## src/rtl/sprite_pkg.sv

```systemverilog
// Shared sprite types and constants for the sprite asset load path.
// Used by the loader, its byte packer and the sprite RAM wrappers.
package sprite_pkg;

    localparam int SPRITE_PIXELS = 45 * 45;

    typedef logic [18:0] addr_t;
    typedef logic [23:0] rgb_t;

    localparam rgb_t TRANSPARENT_RGB = 24'hffffff;

    typedef enum logic [1:0] {
        S_IDLE   = 2'd0,
        S_LOAD   = 2'd1,
        S_FINISH = 2'd2
    } loader_state_e;

endpackage

```

## src/rtl/sprite_ram_loader_if.sv

```systemverilog
// Byte-stream input and sprite RAM write port of the loader.
// master drives the stream and start; slave is the loader itself.
interface sprite_ram_loader_if #(
    parameter int ADDR_W = 19,
    parameter int DATA_W = 24
);
    logic              start;
    logic [ADDR_W-1:0] base_address;
    logic [7:0]        byte_in;
    logic              byte_valid;
    logic              byte_ready;
    logic              we;
    logic [ADDR_W-1:0] write_address;
    logic [DATA_W-1:0] data_In;
    logic              busy;
    logic              done;

    modport master (
        output start, base_address, byte_in, byte_valid,
        input  byte_ready, we, write_address, data_In, busy, done
    );

    modport slave (
        input  start, base_address, byte_in, byte_valid,
        output byte_ready, we, write_address, data_In, busy, done
    );
endinterface

```

## src/rtl/rgb_packer.sv

```systemverilog
// Collects three consecutive stream bytes into one R,G,B pixel.
// pixel_valid is combinational on the byte that completes a pixel.
module rgb_packer
    import sprite_pkg::*;
(
    input  logic       clk,
    input  logic       rst_n,
    input  logic       clr,
    input  logic       byte_fire,
    input  logic [7:0] byte_in,
    output rgb_t       pixel,
    output logic       pixel_valid
);
    logic [1:0] phase_q, phase_d;
    logic [7:0] r_q, r_d;
    logic [7:0] g_q, g_d;

    // Phase advance and colour capture on each accepted byte
    always_comb begin
        phase_d     = phase_q;
        r_d         = r_q;
        g_d         = g_q;
        pixel_valid = 1'b0;
        pixel       = {r_q, g_q, byte_in};
        if (clr) begin
            phase_d = 2'd0;
        end else if (byte_fire) begin
            case (phase_q)
                2'd0: begin
                    r_d     = byte_in;
                    phase_d = 2'd1;
                end
                2'd1: begin
                    g_d     = byte_in;
                    phase_d = 2'd2;
                end
                default: begin
                    phase_d     = 2'd0;
                    pixel_valid = 1'b1;
                end
            endcase
        end
    end

    // Phase and partial-pixel registers
    always_ff @(posedge clk or negedge rst_n) begin
        if (!rst_n) begin
            phase_q <= 2'd0;
            r_q     <= 8'd0;
            g_q     <= 8'd0;
        end else begin
            phase_q <= phase_d;
            r_q     <= r_d;
            g_q     <= g_d;
        end
    end
endmodule

```

## src/rtl/sprite_ram_loader.sv

```systemverilog
// Streams a byte-serial sprite image into a sprite RAM write port.
// One RAM write per 3 bytes, consecutive addresses from a base.
module sprite_ram_loader
    import sprite_pkg::*;
#(
    parameter int SPRITE_W = 45,
    parameter int SPRITE_H = 45,
    parameter int ADDR_W   = 19,
    parameter int DATA_W   = 24
) (
    input  logic Clk,
    input  logic Reset_n,
    sprite_ram_loader_if.slave bus
);
    localparam int PIXELS = SPRITE_W * SPRITE_H;
    localparam int CNT_W  = (PIXELS > 1) ? $clog2(PIXELS) : 1;
    localparam logic [CNT_W-1:0] LAST = CNT_W'(PIXELS - 1);

    loader_state_e     state_q, state_d;
    logic [ADDR_W-1:0] base_q, base_d;
    logic [CNT_W-1:0]  cnt_q, cnt_d;
    logic              we_q, we_d;
    logic [ADDR_W-1:0] addr_q, addr_d;
    logic [DATA_W-1:0] data_q, data_d;

    logic byte_ready;
    logic byte_fire;
    logic clr;
    rgb_t pixel;
    logic pixel_valid;

    assign byte_ready = (state_q == S_LOAD);
    assign byte_fire  = bus.byte_valid && byte_ready;

    rgb_packer u_packer (
        .clk         (Clk),
        .rst_n       (Reset_n),
        .clr         (clr),
        .byte_fire   (byte_fire),
        .byte_in     (bus.byte_in),
        .pixel       (pixel),
        .pixel_valid (pixel_valid)
    );

    // Load sequencing, pixel counting and RAM write generation
    always_comb begin
        state_d = state_q;
        base_d  = base_q;
        cnt_d   = cnt_q;
        we_d    = 1'b0;
        addr_d  = addr_q;
        data_d  = data_q;
        clr     = 1'b0;
        unique case (state_q)
            S_IDLE: begin
                if (bus.start) begin
                    base_d  = bus.base_address;
                    cnt_d   = '0;
                    clr     = 1'b1;
                    state_d = S_LOAD;
                end
            end
            S_LOAD: begin
                if (pixel_valid) begin
                    we_d   = 1'b1;
                    addr_d = base_q + ADDR_W'(cnt_q);
                    data_d = DATA_W'(pixel);
                    if (cnt_q == LAST) begin
                        cnt_d   = '0;
                        state_d = S_FINISH;
                    end else begin
                        cnt_d = cnt_q + 1'b1;
                    end
                end
            end
            S_FINISH: begin
                state_d = S_IDLE;
            end
            default: begin
                state_d = S_IDLE;
            end
        endcase
    end

    // State and write-port registers
    always_ff @(posedge Clk or negedge Reset_n) begin
        if (!Reset_n) begin
            state_q <= S_IDLE;
            base_q  <= '0;
            cnt_q   <= '0;
            we_q    <= 1'b0;
            addr_q  <= '0;
            data_q  <= '0;
        end else begin
            state_q <= state_d;
            base_q  <= base_d;
            cnt_q   <= cnt_d;
            we_q    <= we_d;
            addr_q  <= addr_d;
            data_q  <= data_d;
        end
    end

    assign bus.byte_ready    = byte_ready;
    assign bus.busy          = (state_q != S_IDLE);
    assign bus.done          = (state_q == S_FINISH);
    assign bus.we            = we_q;
    assign bus.write_address = addr_q;
    assign bus.data_In       = data_q;
endmodule

```

## src/flat_wrapper.sv

```systemverilog
// flat-port wrapper written by rule: the top's interface ports become plain ports
module sprite_ram_loader_flat import sprite_pkg::*;
#(
    parameter int SPRITE_W = 45,
    parameter int SPRITE_H = 45,
    parameter int ADDR_W   = 19,
    parameter int DATA_W   = 24
)
  (Clk, Reset_n, bus_start, bus_base_address, bus_byte_in, bus_byte_valid, bus_byte_ready, bus_we, bus_write_address, bus_data_In, bus_busy, bus_done);
  sprite_ram_loader_if #(.ADDR_W(ADDR_W), .DATA_W(DATA_W)) bus_i ();
  input  logic Clk;
  input  logic Reset_n;
  input wire logic [$bits(bus_i.start)-1:0] bus_start;
  input wire logic [$bits(bus_i.base_address)-1:0] bus_base_address;
  input wire logic [$bits(bus_i.byte_in)-1:0] bus_byte_in;
  input wire logic [$bits(bus_i.byte_valid)-1:0] bus_byte_valid;
  output wire logic [$bits(bus_i.byte_ready)-1:0] bus_byte_ready;
  output wire logic [$bits(bus_i.we)-1:0] bus_we;
  output wire logic [$bits(bus_i.write_address)-1:0] bus_write_address;
  output wire logic [$bits(bus_i.data_In)-1:0] bus_data_In;
  output wire logic [$bits(bus_i.busy)-1:0] bus_busy;
  output wire logic [$bits(bus_i.done)-1:0] bus_done;
  assign bus_i.start = bus_start;
  assign bus_i.base_address = bus_base_address;
  assign bus_i.byte_in = bus_byte_in;
  assign bus_i.byte_valid = bus_byte_valid;
  assign bus_byte_ready = bus_i.byte_ready;
  assign bus_we = bus_i.we;
  assign bus_write_address = bus_i.write_address;
  assign bus_data_In = bus_i.data_In;
  assign bus_busy = bus_i.busy;
  assign bus_done = bus_i.done;
  sprite_ram_loader #(.SPRITE_W(SPRITE_W), .SPRITE_H(SPRITE_H), .ADDR_W(ADDR_W), .DATA_W(DATA_W)) u_core (.Clk(Clk), .Reset_n(Reset_n), .bus(bus_i));
endmodule
```

## config.mk

```make
export PLATFORM = sky130hd
export DESIGN_NAME = sprite_ram_loader_flat
export DESIGN_NICKNAME = d
export VERILOG_FILES = /design/src/rtl/sprite_pkg.sv /design/src/rtl/sprite_ram_loader_if.sv /design/src/rtl/rgb_packer.sv /design/src/rtl/sprite_ram_loader.sv /design/src/flat_wrapper.sv
export SDC_FILE = /design/constraint.sdc
export NUM_CORES = 1
export LEC_CHECK = 0
export ABC_AREA = 0
export CAP_MARGIN = 20
export CELL_PAD_IN_SITES_DETAIL_PLACEMENT = 1
export CELL_PAD_IN_SITES_GLOBAL_PLACEMENT = 1
export CORE_AREA = 10 10 120 122
export CTS_CLUSTER_SIZE = 14
export DETAILED_ROUTE_END_ITERATION = 10
export DIE_AREA = 0 0 130 132
export GPL_TIMING_DRIVEN = 1
export MAX_ROUTING_LAYER = met4
export PLACE_DENSITY_LB_ADDON = 0.25
export SETUP_SLACK_MARGIN = 0.1
export SYNTH_ARGS = -nofsm -noshare
export SYNTH_HDL_FRONTEND = slang
export SYNTH_SLANG_ARGS = --single-unit
export TNS_END_PERCENT = 50
```

## constraint.sdc

```tcl
create_clock -name Clk -period 2 [get_ports Clk]
set_input_delay 0.6 -clock Clk [delete_from_list [all_inputs] [get_ports Clk]]
set_output_delay 0.6 -clock Clk [all_outputs]
set_load 0.005 [all_outputs]
```

# [After elaboration in Yosys (flattened, before gate mapping)]
# Index checks and enable logic that the tools add are counted.
[totals] ff_bits=94 in_bits=31 elab_cells=50
[classes] add_sub_neg=2 n_eq_ne=7 n_mux=18 n_bitwise=1 n_reduce_logical=13
[ops] operator="11-bit two-way mux" count=3
[ops] operator="11-bit one-hot mux with 2 select lines" count=1
[ops] operator="19-bit by 11-bit adder with 19-bit output" count=1
[ops] operator="3-bit AND reduction" count=4
[ops] operator="11-bit by 1-bit adder with 11-bit output, second input constant" count=1
[ops] operator="11-bit == test, second input constant" count=1
[ops] operator="2-bit two-way mux" count=5
[ops] operator="2-bit one-hot mux with 2 select lines" count=2
[ops] operator="1-bit two-way mux" count=7
[ops] operator="2-bit != test, second input constant" count=3
[ops] operator="2-bit nonzero test" count=3
[ops] operator="2-bit by 1-bit == test with 1-bit output, second input constant" count=2
[ops] operator="2-bit logical NOT" count=2
[ops] operator="2-bit AND reduction" count=2
[ops] operator="2-bit == test, second input constant" count=1
[ops] operator="2-bit OR reduction" count=1
[ops] operator="1-bit logical AND" count=1
[ops] operator="1-bit inverter" count=1

# [Logic depth before layout (Yosys ltp)]
[depth] depth_word=7 mapped_depth=9

# [Cells and area by module]
# A second synthesis with hierarchy kept.
[unflattened] hier_cells=435 area_unflattened_um2=4500.6
[by_module_without_submodules] mod="sprite_ram_loader" n_inst=1 cells_per_inst=383 area_each_um2=3718.6
[by_module_without_submodules] mod="rgb_packer" n_inst=1 cells_per_inst=52 area_each_um2=782.0

# [Worst setup path after synthesis]
# OpenSTA, ideal clock, no wires.
[synth_path] path_type="flip-flop to flip-flop" from="reg u_core.cnt_q[0]" to="reg u_core.addr_q[14] (netlist: u_core.bus.write_address[14])" setup_time_ns=0.076 arrival_ns=1.969 slack_ns=-0.046 path_stages_with_launch=10 path_cell_list="dfrtp_1 > ha_1 > inv_1 > fa_1 > nor2b_1 > o31ai_2 > a211oi_2 > o2111ai_1 > xor2_1 > o21ai_1"
[synth_between] elab_chain_cells=1
[synth_rtl] element="start, declared" line="sprite_ram_loader.sv:21" text="logic [CNT_W-1:0] cnt_q, cnt_d;"
[synth_rtl] element="start signal, assigned" line="sprite_ram_loader.sv:97" text="cnt_q <= cnt_d;"
[synth_rtl] element="19-bit by 11-bit adder with 19-bit output" line="sprite_ram_loader.sv:66" text="addr_d = base_q + ADDR_W'(cnt_q);"
[synth_rtl] element="end signal, assigned" line="sprite_ram_loader.sv:99" text="addr_q <= addr_d;"
[synth_rtl] element="end, declared" line="sprite_ram_loader.sv:23" text="logic [ADDR_W-1:0] addr_q, addr_d;"
# No other way between the ends.
# A chain may end at the register's enable or synchronous reset.

# [Worst setup path after layout]
[layout_path] from="reg u_core.base_q[0]" to="reg u_core.addr_q[14] (netlist: u_core.bus.write_address[14])"
[layout_between] elab_chain_cells=1
[layout_rtl] element="start, declared" line="sprite_ram_loader.sv:20" text="logic [ADDR_W-1:0] base_q, base_d;"
[layout_rtl] element="start signal, assigned" line="sprite_ram_loader.sv:96" text="base_q <= base_d;"
[layout_rtl] element="19-bit by 11-bit adder with 19-bit output" line="sprite_ram_loader.sv:66"
# No other way between the ends.

==> metrics <==
outcome=finished, violations left; violated checks=negative setup slack; maximum vdd drop=between 0.4 and 0.5 mV; initial core utilization=36.4%; dpl hpwl=around 9000 µm; synthesis-to-finish area growth=42.1%; Reg area=between 0.002 and 0.0025 mm²; synthesized area=~0.0043 mm²; vias=3477; Power Total=roughly 8.4 mW; Netlist cell types=50; cell row count=40; Slew HR=between 60% and 70%; post-synthesis xor/xnor area fraction=~3.4%; Die Y=132 µm; CTS Buffer Depth=2; DR vias/cell=between 5 and 6; final core utilization=between 50% and 60%; largest net degree at the start of global routing=33; CTS root buffer=clkbuf_16; first-pass GRT wire length=19900 µm; most frequent cells after synthesis=nand2_1 (109), dfrtp_1 (94), mux2_2 (30); cell leakage power=between 2 and 3 nW; fill cell count=1305; Clk pin slew, worst setup/hold paths=roughly 0.070 ns; DIE AREA=~0.017 mm²; gpl congestion=approximately 0.85; Hold Path Class=in -> async; MaxCap Viol Count=0; Hold Worst Slack=a little over 0.2 ns; Post-Synth Adder-Cell Area=roughly 4.2%; Arrival @ worst endpoint=between 2 and 2.5 ns; startpoint types=register; Multi-input gate area=between 0.002 and 0.0025 mm²; reg2reg start=u_core.base_q[0]; Slew Limit Fails=0; mux share of post-synthesis cell area=under 10%; Global Route Usage Sum=around 15%; Final Non-Filler Cells=slightly below 700; Clock Sinks=94; CTS Buf Count=9; Layout Skew=0.00931 ns; fin crit share=103%; Yosys top cell area share=a little over half; RSZ-0062 raised after global routing=true; average size of a mapped cell=10.5 µm²; CP max FO=4; Iteration-0 DRC Markers=140; Setup-failing EPs final=5; Post-synth EDFFs=0; Area contributors post-synth=dfrtp_1 (54%), nand2_1 (9.4%), mux2_2 (7.8%), ha_1 (3.8%), o21ai_0 (2.9%); clk_lat worst skew=~0.35 ns; Yosys Warn Count=0; Core Box Area=~0.012 mm²; Pre-antenna DRT Iters=4; largest family of logic cells by synthesized area=simple AND/OR/NAND/NOR gates; initial antenna violation count=0; share of cells above drive strength 1=roughly a quarter; FF+latch count, synth=between 90 and 100; Crit. End Element=register; crit path time final=2.06 ns; n_diodes=0; post-route ant nets=0; placed insts=~670; Hold Vio Cnt, Final=0; IO Count=78; CTS tree=yes; Data required, critical path=2.27 ns; syn_nets=around 460; drt total wl=between 10000 and 15000 µm; Synth Area in Simple Gates=between 15 and 20%; Setup WS post-layout=-0.0637 ns; Tightest Pin Transition=between 0.4 and 0.5 ns; largest area contributor in the netlist=dfrtp_1; fmax=485 MHz; Crit. Startpoint=u_core.base_q[0]; Main synth FF type=dfrtp_1; share of synthesized flip-flops with an asynchronous set or reset=100%; final net count=between 500 and 600; Fin Setup TNS=-0.225 ns; Gate Count Post-Synth=around 400; Max H-tree Level=3; wire length per cell=approximately 18 µm; Port Buffer Count=77; GRT overflow=0; Worst Path Class, Setup=reg -> reg; power per cell area=around 1400 mW/mm²; top-count cell post-synth=nand2_1; vias in the first global route=~3.8k; Seq/Total Area, Yosys=between 50% and 60%; Synth Area in Compound Gates=around 11%; die width=~130 µm; DRC viols=0
final cells by class:
| class | instances | share of cell area [%] |
|---|---|---|
| Sequential cell | 94 | 38.2 |
| Multi-Input combinational cell | 299 | 33.3 |
| Clock buffer | 9 | 3.66 |
| Timing Repair Buffer | 130 | 20.3 |
| Inverter | 8 | 0.488 |
| Clock inverter | 7 | 0.975 |
| Tap cell | 147 | 2.99 |
kinds of logic after synthesis:
kind of cell / Yosys count
adders and majority gates: 14
and+or+nand+nor: 160
DFF: 94
AOI/OAI and AO/OA: 74
muxes: 34
buffers and inverters: 19
xor gates and xnor gates: 17
where the power goes:
part | total, mW | internal [mW] | switching [mW]
Clock | 1.67 | 0.871 | 0.803
Sequential | 3.10 | 2.63 | 0.472
Combinational | 3.64 | 2.05 | 1.58
Total | 8.41 | 5.55 | 2.86
cells in the final DEF (no fill, tap or decap), drive strengths merged, types with 8 or more instances in the layout:
cell type,instances
inv,14
clkbuf,9
dfrtp,94
o21ai,34
a21oi,13
clkdlybuf4s50,73
xor2,12
nor2,16
buf,55
mux2,34
ha,13
nand3,8
nand2,109
state kept, by name (all words and copies together), names as in the netlist, 2 cells and up:
| register | flops |
|---|---|
| u_core.cnt_q | 11 |
| u_core.bus.write_address | 19 |
| u_core.u_packer.phase_q | 2 |
| u_core.state_q | 2 |
| u_core.bus.data_In | 24 |
| u_core.base_q | 19 |
| u_core.u_packer.g_q | 8 |
| u_core.u_packer.r_q | 8 |
per-layer routing:
metal,GRT usage [%],wire [µm],vias to the layer above
met3,2.90,373,12
met2,24.2,6270,49
met1,18.0,5600,1748
met4,4.81,159,0
met5,-,0,-
li1,-,-,1668
critical path, stage by stage, from the launching register on:
cell and delay, ns:
dfrtp_1 0.37, ha_2 0.21, inv_2 0.04, fa_2 0.37
nor2b_4 0.16, o31ai_4 0.08, a211oi_2 0.18, buf_4 0.16
o2111ai_2 0.11, xor2_1 0.19, o21ai_1 0.13
what timing repair did:
item / CTS / global route
resized for setup: 14 / 31
endpoints found under the setup margin: 16 / 23
pin swaps: 7 / 19
buffers inserted: 5 / 7
hold buffers: 0 / 0
metrics by stage:
stage	setup WS (ns)	instance area [µm²]
3_5_place_dp	-0.292	5630
6_report	-0.0637	6160
5_1_grt	-0.200	6160
3_3_place_gp	-0.173	5630
2_1_floorplan	-0.0195	4340
4_1_cts	-0.183	5970
path summary, 6_finish.rpt:
check / depth (start not counted) / slack (ns) / endpoint
max: 10 / -0.06 / u_core.bus.write_address[14]
min: 1 / 0.21 / u_core.base_q[5]
max reg2reg: 10 / -0.06 / u_core.bus.write_address[14]
min reg2reg: 2 / 0.47 / u_core.bus.data_In[12]
max in group asynchronous: 2 / 1.24 / u_core.bus.write_address[14]
min in group Clk: 2 / 0.47 / u_core.bus.data_In[12]
Power figures use the tool's default switching activity.
